[src/rtl/ob_maxpool_2x2_pkg.sv]
// Shared types and defaults for the 2x2 max-pool reader of the multi-lane output buffer.
package ob_maxpool_2x2_pkg;

    localparam int DATA_WIDTH_DEF = 8;
    localparam int ADDR_W_DEF     = 5;

    typedef enum logic [2:0] {
        IDLE,
        RD,
        CAP,
        OUT,
        DONE
    } pool_state_e;

endpackage

[src/rtl/ob_maxpool_2x2_if.sv]
// Buffer read bus (4 address/data ports per lane) plus the pooled valid/ready stream.
interface ob_maxpool_2x2_if
    import ob_maxpool_2x2_pkg::*;
#(
    parameter int DATA_WIDTH = DATA_WIDTH_DEF,
    parameter int WIDTH      = 4,
    parameter int ADDR_W     = ADDR_W_DEF
);
    logic [WIDTH-1:0][ADDR_W-1:0]     add_1, add_2, add_3, add_4;
    logic [WIDTH-1:0][DATA_WIDTH-1:0] out1, out2, out3, out4;
    logic [WIDTH-1:0][DATA_WIDTH-1:0] pool_out;
    logic [ADDR_W-3:0]                pool_idx;
    logic                             pool_valid;
    logic                             pool_ready;

    modport master (
        output add_1, add_2, add_3, add_4,
        input  out1, out2, out3, out4,
        output pool_out, pool_idx, pool_valid,
        input  pool_ready
    );

    modport slave (
        input  add_1, add_2, add_3, add_4,
        output out1, out2, out3, out4,
        input  pool_out, pool_idx, pool_valid,
        output pool_ready
    );
endinterface

[src/rtl/ob_maxpool_2x2_pool_max4.sv]
// Combinational max of four buffer words, signed or unsigned compare.
module pool_max4
    import ob_maxpool_2x2_pkg::*;
#(
    parameter int DATA_WIDTH = DATA_WIDTH_DEF,
    parameter bit SIGNED     = 1'b0
) (
    input  logic [DATA_WIDTH-1:0] d0,
    input  logic [DATA_WIDTH-1:0] d1,
    input  logic [DATA_WIDTH-1:0] d2,
    input  logic [DATA_WIDTH-1:0] d3,
    output logic [DATA_WIDTH-1:0] win_max
);
    // Ties return either operand; they carry the same value, so order is irrelevant.
    function automatic logic [DATA_WIDTH-1:0] max2(input logic [DATA_WIDTH-1:0] a,
                                                   input logic [DATA_WIDTH-1:0] b);
        logic signed [DATA_WIDTH-1:0] sa;
        logic signed [DATA_WIDTH-1:0] sb;
        sa = a;
        sb = b;
        if (SIGNED) return (sa > sb) ? a : b;
        return (a > b) ? a : b;
    endfunction

    logic [DATA_WIDTH-1:0] m01, m23;

    assign m01     = max2(d0, d1);
    assign m23     = max2(d2, d3);
    assign win_max = max2(m01, m23);

endmodule

[src/rtl/ob_maxpool_2x2.sv]
// Walks a ROWS x COLS row-major map in the output buffer one 2x2 window at a time
// (RD -> CAP -> OUT) and emits the per-lane max on a valid/ready port.
module ob_maxpool_2x2
    import ob_maxpool_2x2_pkg::*;
#(
    parameter int DATA_WIDTH = DATA_WIDTH_DEF,
    parameter int WIDTH      = 4,
    parameter int ADDR_W     = ADDR_W_DEF,
    parameter int ROWS       = 4,
    parameter int COLS       = 8,
    parameter bit SIGNED     = 1'b0
) (
    input  logic             clk,
    input  logic             rst,
    input  logic             start,
    output logic             busy,
    output logic             done,
    ob_maxpool_2x2_if.master bus
);
    localparam int IDX_W  = ADDR_W - 2;
    localparam int HALF_R = ROWS / 2;
    localparam int HALF_C = COLS / 2;

    localparam logic [IDX_W-1:0]  R_LAST   = IDX_W'(HALF_R - 1);
    localparam logic [IDX_W-1:0]  C_LAST   = IDX_W'(HALF_C - 1);
    localparam logic [IDX_W-1:0]  IDX_ROW  = IDX_W'(HALF_C);
    localparam logic [ADDR_W-1:0] ROW_STEP = ADDR_W'(2 * COLS);
    localparam logic [ADDR_W-1:0] COL_STEP = ADDR_W'(COLS);

    if (ROWS * COLS > 2 ** ADDR_W) begin : g_map_too_big
        $error("ob_maxpool_2x2: ROWS*COLS exceeds buffer depth 2**ADDR_W");
    end
    if ((ROWS % 2 != 0) || (COLS % 2 != 0) || (ROWS < 2) || (COLS < 2)) begin : g_map_odd
        $error("ob_maxpool_2x2: ROWS and COLS must be even and non-zero");
    end

    pool_state_e state, state_nxt;

    logic [IDX_W-1:0]                 r, c;
    logic                             addr_en;
    logic                             pool_valid;
    logic                             hs;
    logic                             last_win;
    logic [ADDR_W-1:0]                a1, a2, a3, a4;
    logic [WIDTH-1:0][DATA_WIDTH-1:0] win_max;
    logic [WIDTH-1:0][DATA_WIDTH-1:0] pool_out_q;
    logic [IDX_W-1:0]                 pool_idx_q;

    assign hs       = pool_valid & bus.pool_ready;
    assign last_win = (r == R_LAST) && (c == C_LAST);

    always_ff @(posedge clk or posedge rst) begin
        if (rst) state <= IDLE;
        else     state <= state_nxt;
    end

    always_comb begin
        state_nxt  = state;
        addr_en    = 1'b0;
        busy       = 1'b0;
        done       = 1'b0;
        pool_valid = 1'b0;
        case (state)
            IDLE: begin
                if (start) state_nxt = RD;
            end
            RD: begin
                busy      = 1'b1;
                addr_en   = 1'b1;
                state_nxt = CAP;
            end
            CAP: begin
                busy      = 1'b1;
                addr_en   = 1'b1;
                state_nxt = OUT;
            end
            OUT: begin
                busy       = 1'b1;
                addr_en    = 1'b1;
                pool_valid = 1'b1;
                if (bus.pool_ready) state_nxt = last_win ? DONE : RD;
            end
            DONE: begin
                done      = 1'b1;
                state_nxt = IDLE;
            end
            default: state_nxt = IDLE;
        endcase
    end

    // Window counters: column first, row advances when the column wraps.
    always_ff @(posedge clk or posedge rst) begin
        if (rst) begin
            r <= '0;
            c <= '0;
        end else if (state == DONE) begin
            r <= '0;
            c <= '0;
        end else if (hs) begin
            if (c == C_LAST) begin
                c <= '0;
                r <= (r == R_LAST) ? '0 : r + IDX_W'(1);
            end else begin
                c <= c + IDX_W'(1);
            end
        end
    end

    assign a1 = ADDR_W'(r) * ROW_STEP + (ADDR_W'(c) << 1);
    assign a2 = a1 + ADDR_W'(1);
    assign a3 = a1 + COL_STEP;
    assign a4 = a1 + COL_STEP + ADDR_W'(1);

    for (genvar l = 0; l < WIDTH; l++) begin : g_lane
        assign bus.add_1[l] = addr_en ? a1 : '0;
        assign bus.add_2[l] = addr_en ? a2 : '0;
        assign bus.add_3[l] = addr_en ? a3 : '0;
        assign bus.add_4[l] = addr_en ? a4 : '0;

        pool_max4 #(
            .DATA_WIDTH (DATA_WIDTH),
            .SIGNED     (SIGNED)
        ) u_max (
            .d0      (bus.out1[l]),
            .d1      (bus.out2[l]),
            .d2      (bus.out3[l]),
            .d3      (bus.out4[l]),
            .win_max (win_max[l])
        );
    end

    // Capture stage: buffer data returned for the addresses issued in RD.
    always_ff @(posedge clk or posedge rst) begin
        if (rst) begin
            pool_out_q <= '0;
            pool_idx_q <= '0;
        end else if (state == CAP) begin
            pool_out_q <= win_max;
            pool_idx_q <= r * IDX_ROW + c;
        end
    end

    assign bus.pool_out   = pool_out_q;
    assign bus.pool_idx   = pool_idx_q;
    assign bus.pool_valid = pool_valid;

endmodule

[src/flat_wrapper.sv]
// flat-port wrapper written by rule: the top's interface ports become plain ports
module ob_maxpool_2x2_flat import ob_maxpool_2x2_pkg::*;
#(
    parameter int DATA_WIDTH = DATA_WIDTH_DEF,
    parameter int WIDTH      = 4,
    parameter int ADDR_W     = ADDR_W_DEF,
    parameter int ROWS       = 4,
    parameter int COLS       = 8,
    parameter bit SIGNED     = 1'b0
)
  (clk, rst, start, busy, done, bus_add_1, bus_add_2, bus_add_3, bus_add_4, bus_out1, bus_out2, bus_out3, bus_out4, bus_pool_out, bus_pool_idx, bus_pool_valid, bus_pool_ready);
  ob_maxpool_2x2_if #(.DATA_WIDTH(DATA_WIDTH), .WIDTH(WIDTH), .ADDR_W(ADDR_W)) bus_i ();
  input  logic clk;
  input  logic rst;
  input  logic start;
  output logic busy;
  output logic done;
  output wire logic [$bits(bus_i.add_1)-1:0] bus_add_1;
  output wire logic [$bits(bus_i.add_2)-1:0] bus_add_2;
  output wire logic [$bits(bus_i.add_3)-1:0] bus_add_3;
  output wire logic [$bits(bus_i.add_4)-1:0] bus_add_4;
  input wire logic [$bits(bus_i.out1)-1:0] bus_out1;
  input wire logic [$bits(bus_i.out2)-1:0] bus_out2;
  input wire logic [$bits(bus_i.out3)-1:0] bus_out3;
  input wire logic [$bits(bus_i.out4)-1:0] bus_out4;
  output wire logic [$bits(bus_i.pool_out)-1:0] bus_pool_out;
  output wire logic [$bits(bus_i.pool_idx)-1:0] bus_pool_idx;
  output wire logic [$bits(bus_i.pool_valid)-1:0] bus_pool_valid;
  input wire logic [$bits(bus_i.pool_ready)-1:0] bus_pool_ready;
  assign bus_add_1 = bus_i.add_1;
  assign bus_add_2 = bus_i.add_2;
  assign bus_add_3 = bus_i.add_3;
  assign bus_add_4 = bus_i.add_4;
  assign bus_i.out1 = bus_out1;
  assign bus_i.out2 = bus_out2;
  assign bus_i.out3 = bus_out3;
  assign bus_i.out4 = bus_out4;
  assign bus_pool_out = bus_i.pool_out;
  assign bus_pool_idx = bus_i.pool_idx;
  assign bus_pool_valid = bus_i.pool_valid;
  assign bus_i.pool_ready = bus_pool_ready;
  ob_maxpool_2x2 #(.DATA_WIDTH(DATA_WIDTH), .WIDTH(WIDTH), .ADDR_W(ADDR_W), .ROWS(ROWS), .COLS(COLS), .SIGNED(SIGNED)) u_core (.clk(clk), .rst(rst), .start(start), .busy(busy), .done(done), .bus(bus_i));
endmodule
[config.mk]
export PLATFORM = sky130hd
export DESIGN_NAME = ob_maxpool_2x2_flat
export DESIGN_NICKNAME = d
export VERILOG_FILES = /design/src/rtl/ob_maxpool_2x2_pkg.sv /design/src/rtl/ob_maxpool_2x2_if.sv /design/src/rtl/ob_maxpool_2x2_pool_max4.sv /design/src/rtl/ob_maxpool_2x2.sv /design/src/flat_wrapper.sv
export SDC_FILE = /design/constraint.sdc
export NUM_CORES = 1
export LEC_CHECK = 0
export BUFFER_PORTS_ARGS = -buffer_cell sky130_fd_sc_hd__buf_2
export CAP_MARGIN = 40
export CORE_ASPECT_RATIO = 1.25
export CORE_UTILIZATION = 40
export CTS_CLUSTER_DIAMETER = 200
export CTS_CLUSTER_SIZE = 40
export DETAILED_ROUTE_END_ITERATION = 6
export PLACE_DENSITY = 0.69
export REMOVE_ABC_BUFFERS = 1
export SLEW_MARGIN = 20
export SYNTH_ARGS = -nofsm -noshare
export SYNTH_HDL_FRONTEND = slang
export SYNTH_SLANG_ARGS = --single-unit
export TNS_END_PERCENT = 5
[constraint.sdc]
create_clock -name clk -period 3.2 [get_ports clk]
set_input_delay 0.32 -clock clk [delete_from_list [all_inputs] [get_ports clk]]
set_output_delay 0.32 -clock clk [all_outputs]
set_load 0.03 [all_outputs]
==> impl_metrics.toml, run 1 <==
[status]
status = "complete, but fails checks"
failed_checks = "design-rule violations"

[global_route]
antenna_found_initial = 1
track_usage_pct = 20.99
grt_pass1_vias = 5675
grt_first_pass_wirelength_mm = 26.65
overflow = 0
grt_max_degree = 28

[power_and_ir_drop]
power_density_nw_per_um2 = 736.1
peakVddDrop_v = 0.0003887
power.total_mw = 5.596
p_leak_nw = 4.214

[clock_network]
cts_buffers = 5
cts.htree.levels = 2
cts_max_path_buffers = 2
cts_tree = "done"
clk_pin_slew_ps = 60
clk_latency_ps = 280
cts_hold_buf = 0
cts-root-buf = "clkbuf_16"
cts_num_sinks = 44

[worst_setup_path]
critPathArrivalTime_ps = 3220
critical_path_peak_fanout = 8
cp-startpoint = "bus_out4[5]"
critical_path_class = "in -> reg"
endpoint = "u_core.bus.pool_out[6]"
startpoint_type = "primary input"
r2r_end = "u_core.bus.pool_out[19]"
reg2reg_from = "u_core.state[2]"
rrSetupSlack_ps = 1220
worstPathRequired_ps = 3390
worstSetupEndpointType = "flip-flop"
reg2reg_depth = 5

[timing]
rsz0062_at_grt = "true"
relSlewSlack_pct = 51.86
hold_viol_final = 0
fmax_ghz = 0.3299
period_minus_slack_ps = 3031
fin_crit_sh_pct = 94.73
finClkSkew_ps = 3.679
finalMaxSlewViolations = 0
setup_viol = 0
worstMarginPinSlew_ps = 718.8
hold_ws_ps = 39.44

[cells_and_area]
fin_nets = 1168
regArea_um2 = 1101
final_area_um2 = 7602
fill_cells = 1381
drive_above_1_share_pct = 38.40
area_growth_syn_to_layout_pct = 27.06
multi_input_area_um2 = 3984

[detailed_routing]
drc = 50
vias = 5865
first_iter_violations = 219
wirelength_mm = 16.48
ant_nets = 0
firstDrtPassIters = 6
detail_route.wl_per_cell_um = 14.72
vias_per_cell = 5.241

[floorplan]
num_io_pins = 250
die_area_um2 = 15450
start_util_pct = 41.35
row_count = 49
core_area_um2 = 14470
die_w_um = 111.4
die_y_um = 138.7

[yosys]
synthCells = 703
netlist.area_leader.share_pct = 20.28
synth_edf_count = 0
ys_seq_elements = 44
synth_area_leaders = "ha_1 20%, dfrtp_1 18%, buf_4 9.3%"
syn_area_per_cell_um2 = 8.511
yosysTopAreaCell = "ha_1"
syn-cell-area_um2 = 5983
yosys_warnings = 0
synth_cell_types = 54
synth-async-reset-ratio_pct = 100.0
ys.flop_type = "dfrtp_1"
seq_area_frac_synth_pct = 18.40

[place]
dp_hpwl_mm = 14.16
placed_cell_area_um2 = 7356
place.gp.congestion = 0.8246
portBuffers = 241

[job]
max_cap_violations = 0

[min_path]
hold_class = "in -> async"
timing repair:
action,4_1_cts,5_1_grt
gates resized for setup,0,16
setup buffers,0,2
endpoints found under the setup margin,0,19
power breakdown:
part / switching, mW / internal, mW / leakage (nW)
Combinational: 2.78 / 1.25 / 3.59
Sequential: 0.177 / 0.811 / 0.544
Clock: 0.211 / 0.367 / 0.0808
per-layer routing:
layer,GRT usage (%),share of wire [%],up-vias
li1,-,-,2971
met1,24.99,41,2701
met2,39.21,52,178
met3,3.234,5.6,15
met4,4.694,1.4,0
met5,0,0,-
through the flow:
step	utilization [%]	worst slack (ps)	setup TNS (ps)	std cells
2_1_floorplan	-	-2902	-127860	620
6_report	52.54	168.6	0	1119
3_3_place_gp	50.70	-130.1	-1363	1107
4_1_cts	51.97	103.6	0	1116
5_1_grt	52.54	-25.13	-90.36	1119
3_5_place_dp	50.84	-175.1	-2976	1108
cells in the mapped netlist, types with 2 or more instances:
cell type / number
o21ai_0: 30
a211oi_1: 3
and4_1: 2
mux2i_1: 48
o21a_1: 5
buf_4: 74
a2bb2oi_1: 16
nand3_1: 4
o211ai_2: 2
or2_2: 7
o22ai_2: 4
o211ai_1: 23
nor2_1: 17
nand4_1: 23
o32ai_4: 2
o311ai_4: 2
a21oi_2: 2
clkbuf_1: 9
o2111ai_1: 16
or3_1: 2
o32ai_1: 16
nand2_1: 52
ha_1: 97
inv_1: 97
buf_1: 2
a211o_1: 2
nor2b_1: 11
nand2b_1: 4
o221ai_1: 16
buf_2: 4
a21oi_1: 35
a211oi_2: 2
nor2b_4: 2
nor3_1: 2
and2_1: 5
dfrtp_1: 44
o21bai_1: 4
cells in the final DEF (no fill, tap or decap), types with 4 or more instances in the layout:
cell type,instances
a21oi_1,34
a2bb2oi_1,16
and2_1,5
buf_2,241
buf_4,69
clkbuf_16,5
conb_1,8
dfrtp_1,44
ha_1,97
inv_1,96
mux2i_1,44
mux2i_2,4
nand2_1,50
nand3_1,4
nand4_1,23
nor2_1,17
nor2b_1,10
o2111ai_1,16
o211ai_1,23
o21a_1,5
o21ai_0,29
o21bai_1,4
o221ai_1,11
o221ai_2,5
o22ai_2,4
o32ai_1,16
or2_2,6
cell families after synthesis:
family          after synthesis  synth area share [%]
compound gates              187                 24.28
buf+inv                     187                 16.58
simple gates                137                 12.07
fa+ha+maj                    97                 20.28
mux                          48                 8.030
flops                        44                 18.40
xor+xnor                      2                0.2928
other cells                   1               0.06268
state kept, by name, summed over array words and instances, names as in the netlist:
| signal | flops |
|---|---|
| u_core.state | 3 |
| u_core.r | 3 |
| u_core.bus.pool_out | 32 |
| u_core.bus.pool_idx | 3 |
| u_core.c | 3 |
final cells by class:
| type | count | share of cell area, % |
|---|---|---|
| multi-input cells | 479 | 52.40 |
| repair buffers | 312 | 23.21 |
| flip-flops and latches | 44 | 14.48 |
| inverters | 97 | 4.789 |
| well taps | 178 | 2.930 |
| clock buffers | 6 | 1.695 |
| clock inverters | 2 | 0.4608 |
| diodes | 1 | 0.03292 |
critical path, stage by stage:
cell and delay [ps]:
buf_2 90, inv_1 40, ha_1 300, a211o_1 260, a21oi_1 190, nor3b_1 230, a211o_1 190, buf_4 170
mux2i_1 250, ha_1 280, a21oi_1 150, o21ai_0 100, o22a_1 220, nand2b_4 210, o221ai_1 230
worst min path at each step:
stage                          startpoint                      end  slack, ps  depth (start not counted)
final                                 rst  u_core.bus.pool_out[18]         40                          2
after CTS                             rst  u_core.bus.pool_out[19]         40                          2
after global routing                  rst  u_core.bus.pool_out[18]         70                          2
after floorplan            bus_pool_ready          u_core.state[1]        430                          1
after global placement    u_core.state[2]          u_core.state[0]        460                          1
after detailed placement              rst  u_core.bus.pool_out[19]        360                          2
Note: power is estimated with default switching activity, not from simulation.
==> inputs of run 2 (changes only) <==
--- a/config.mk
+++ b/config.mk
@@ -17,5 +17,6 @@
 export SLEW_MARGIN = 20
 export SYNTH_ARGS = -nofsm -noshare
 export SYNTH_HDL_FRONTEND = slang
+export SYNTH_HIERARCHICAL = 1
 export SYNTH_SLANG_ARGS = --single-unit
 export TNS_END_PERCENT = 5
==> impl_metrics.toml, run 2 <==
[yosys]
netlist.area_leader.share_pct = 20.46
ys_seq_elements = 44
synth_area_leaders = "ha_1 20%, dfrtp_1 19%, mux2i_1 17%"
yosys.cell_count.top_type = "inv_1"
seq_area_frac_synth_pct = 18.56
synth_cell_types = 42
synth_edf_count = 0
synthTopCellsByCount = "109 x inv_1, 98 x mux2i_1, 97 x ha_1"
syn-cell-area_um2 = 5932
yosys_warnings = 6
synth-async-reset-ratio_pct = 100.0
syn_area_per_cell_um2 = 9.225
ys.flop_type = "dfrtp_1"
yosysTopAreaCell = "ha_1"
synthCells = 643

[cells_and_area]
area_growth_syn_to_layout_pct = 38.68
largest_reg_flops = 32
drive_above_1_share_pct = 48.38
final_common_cell = "buf_2"
fin_nets = 1153
final_area_um2 = 8227
final_cell_mix = "239 x buf_2, 101 x inv_1, 95 x buf_4"
post-route-util_pct = 57.10
diodes = 0

[detailed_routing]
detail_route.wl_per_cell_um = 14.21
drc = 0
first_iter_violations = 127
ant_nets = 0
firstDrtPassIters = 6
wirelength_mm = 15.66
vias = 5456
vias_per_cell = 4.951

[timing]
fmax_ghz = 0.3150
finalMaxSlewViolations = 0
finClkSkew_ps = 4.813
fin_crit_sh_pct = 99.22
relSlewSlack_pct = 63.49
rsz0062_at_grt = "true"
setup_viol = 0
hold_viol_final = 0
period_minus_slack_ps = 3175
finalSetupTns_ps = 0
worstMarginPinSlew_ps = 547.6

[power_and_ir_drop]
netSwitchingPower_mw = 3.284
swShare_pct = 53.80
power_density_nw_per_um2 = 742.1
power.total_mw = 6.105
p_comb_share_pct = 72.9
sequentialPowerShare_pct = 16.4
clkPwrFrac_pct = 10.7
p_leak_nw = 4.569
p_int_mw = 2.821
peakVddDrop_v = 0.0007064

[worst_setup_path]
worstPathRequired_ps = 3360
critical_path_class = "in -> reg"
worstPathCellList = "buf_2, inv_1, ha_1, nand4_4, o31a_1, a31oi_4, buf_12, mux2i_4, inv_1, ha_1, nor2b_1, o211ai_1, a21oi_2, o22ai_4, buf_12, mux2i_1, mux2_1"
cp_slowest_cell = "ha_1"
worstSetupEndpointType = "flip-flop"
r2r_end = "u_core/bus.pool_out[8]"
crit_family = "compound AO/OA/AOI/OAI gates"
reg2reg_from = "u_core/state[1]"
rrSetupSlack_ps = 1460
critPathArrivalTime_ps = 3340
critical_path_peak_fanout = 8
startpoint_type = "primary input"
slowest_delay_ps = 330
reg2reg_depth = 3
cp.buffers_inverters = 5

[status]
status = "finished, final reports clean"

[floorplan]
die_y_um = 138.2
die_area_um2 = 15320
core_area_um2 = 14410
num_io_pins = 250
start_util_pct = 41.17
row_count = 49
die_w_um = 110.9

[clock_network]
cts_num_sinks = 44
clk_pin_slew_ps = 60
cts_buffers = 5
cts_tree = "done"
cts_max_path_buffers = 2
cts-root-buf = "clkbuf_16"
cts_hold_buf = 0
clk_latency_ps = 280
cts.htree.levels = 2

[place]
placed_cell_area_um2 = 7547
portBuffers = 241
place.gp.congestion = 0.8404
dp_hpwl_mm = 12.98

[global_route]
track_usage_pct = 18.92
grt_pass1_vias = 5198
overflow = 0
grt_first_pass_wirelength_mm = 23.85
grt_max_degree = 37
antenna_found_initial = 0

[job]
max_cap_violations = 0

[min_path]
hold_class = "in -> async"
## run 2: metrics by stage
stage,hold slack (ps),cells,setup slack (ps)
after floorplan,425.2,571,-2936
final,44.87,1102,24.95
after CTS,49.36,1097,-4.499
after global placement,462.5,1086,-368.7
after global routing,69.33,1102,-60.65
after detailed placement,350.2,1087,-442.7
## run 2: worst reg2reg max path, stage by stage, from the launching register on
cell	delay (ps)
dfrtp_1	490
nor3b_4	230
buf_4	490
mux2_2	410
## run 2: cell families after synthesis
family                   share of synthesized area (%)
XOR/XNOR                                        0.1477
AND/OR/NAND/NOR                                  8.015
adder cells (fa/ha/maj)                          20.46
flip-flops                                       18.56
multiplexers                                     22.99
AO/OA/AOI/OAI                                    12.76
buffers and inverters                            17.00
other                                          0.06322
## run 2: layer usage
metal  up-vias  part of all wire (%)  wire, µm  global-route usage, %
met5         -                     0         0                      0
met4         0                   2.5       397                  5.965
met3        28                   5.2       814                  3.288
met2       181                    54      8531                  36.87
met1      2523                    38      5919                  20.32
li1       2724                     -         -                      -
## run 2: worst max path at each step
| stage | startpoint | end | slack (ps) | depth (start not counted) |
|---|---|---|---|---|
| 6_report | bus_out2[17] | u_core/bus.pool_out[22] | 20 | 17 |
| 5_1_grt | bus_out2[9] | u_core/bus.pool_out[12] | -60 | 16 |
| 3_5_place_dp | bus_out2[27] | u_core/bus.pool_out[28] | -440 | 15 |
| 3_3_place_gp | bus_out2[27] | u_core/bus.pool_out[28] | -370 | 15 |
| 4_1_cts | bus_out3[23] | u_core/bus.pool_out[22] | -4 | 14 |
| 2_1_floorplan | u_core/state[0] | bus_add_1[11] | -2940 | 4 |
## run 2: power groups by stage
stage	combinational (mW)	sequential, mW	clock, mW
floorplan	2.24	1.44	0
global placement	4.18	0.989	0
detailed placement	4.23	1.01	0
CTS	4.27	0.999	0.671
global route	4.72	1.04	0.696
finish	4.45	1.00	0.653
## run 2: layout make-up
class | instances | area [µm²]
Fill cell | 1243 | 6181
Multi-Input combinational cell | 418 | 4229
Timing Repair Buffer | 346 | 2079
Sequential cell | 44 | 1101
Inverter | 109 | 409.1
Tap cell | 178 | 222.7
Clock buffer | 5 | 125.1
Clock inverter | 2 | 60.06
## run 2: repair_timing
action / in CTS / in global routing
endpoints found under the setup margin: 16 / 32
resized for setup: 3 / 74
pin swaps: 1 / 12
buffers inserted: 3 / 5
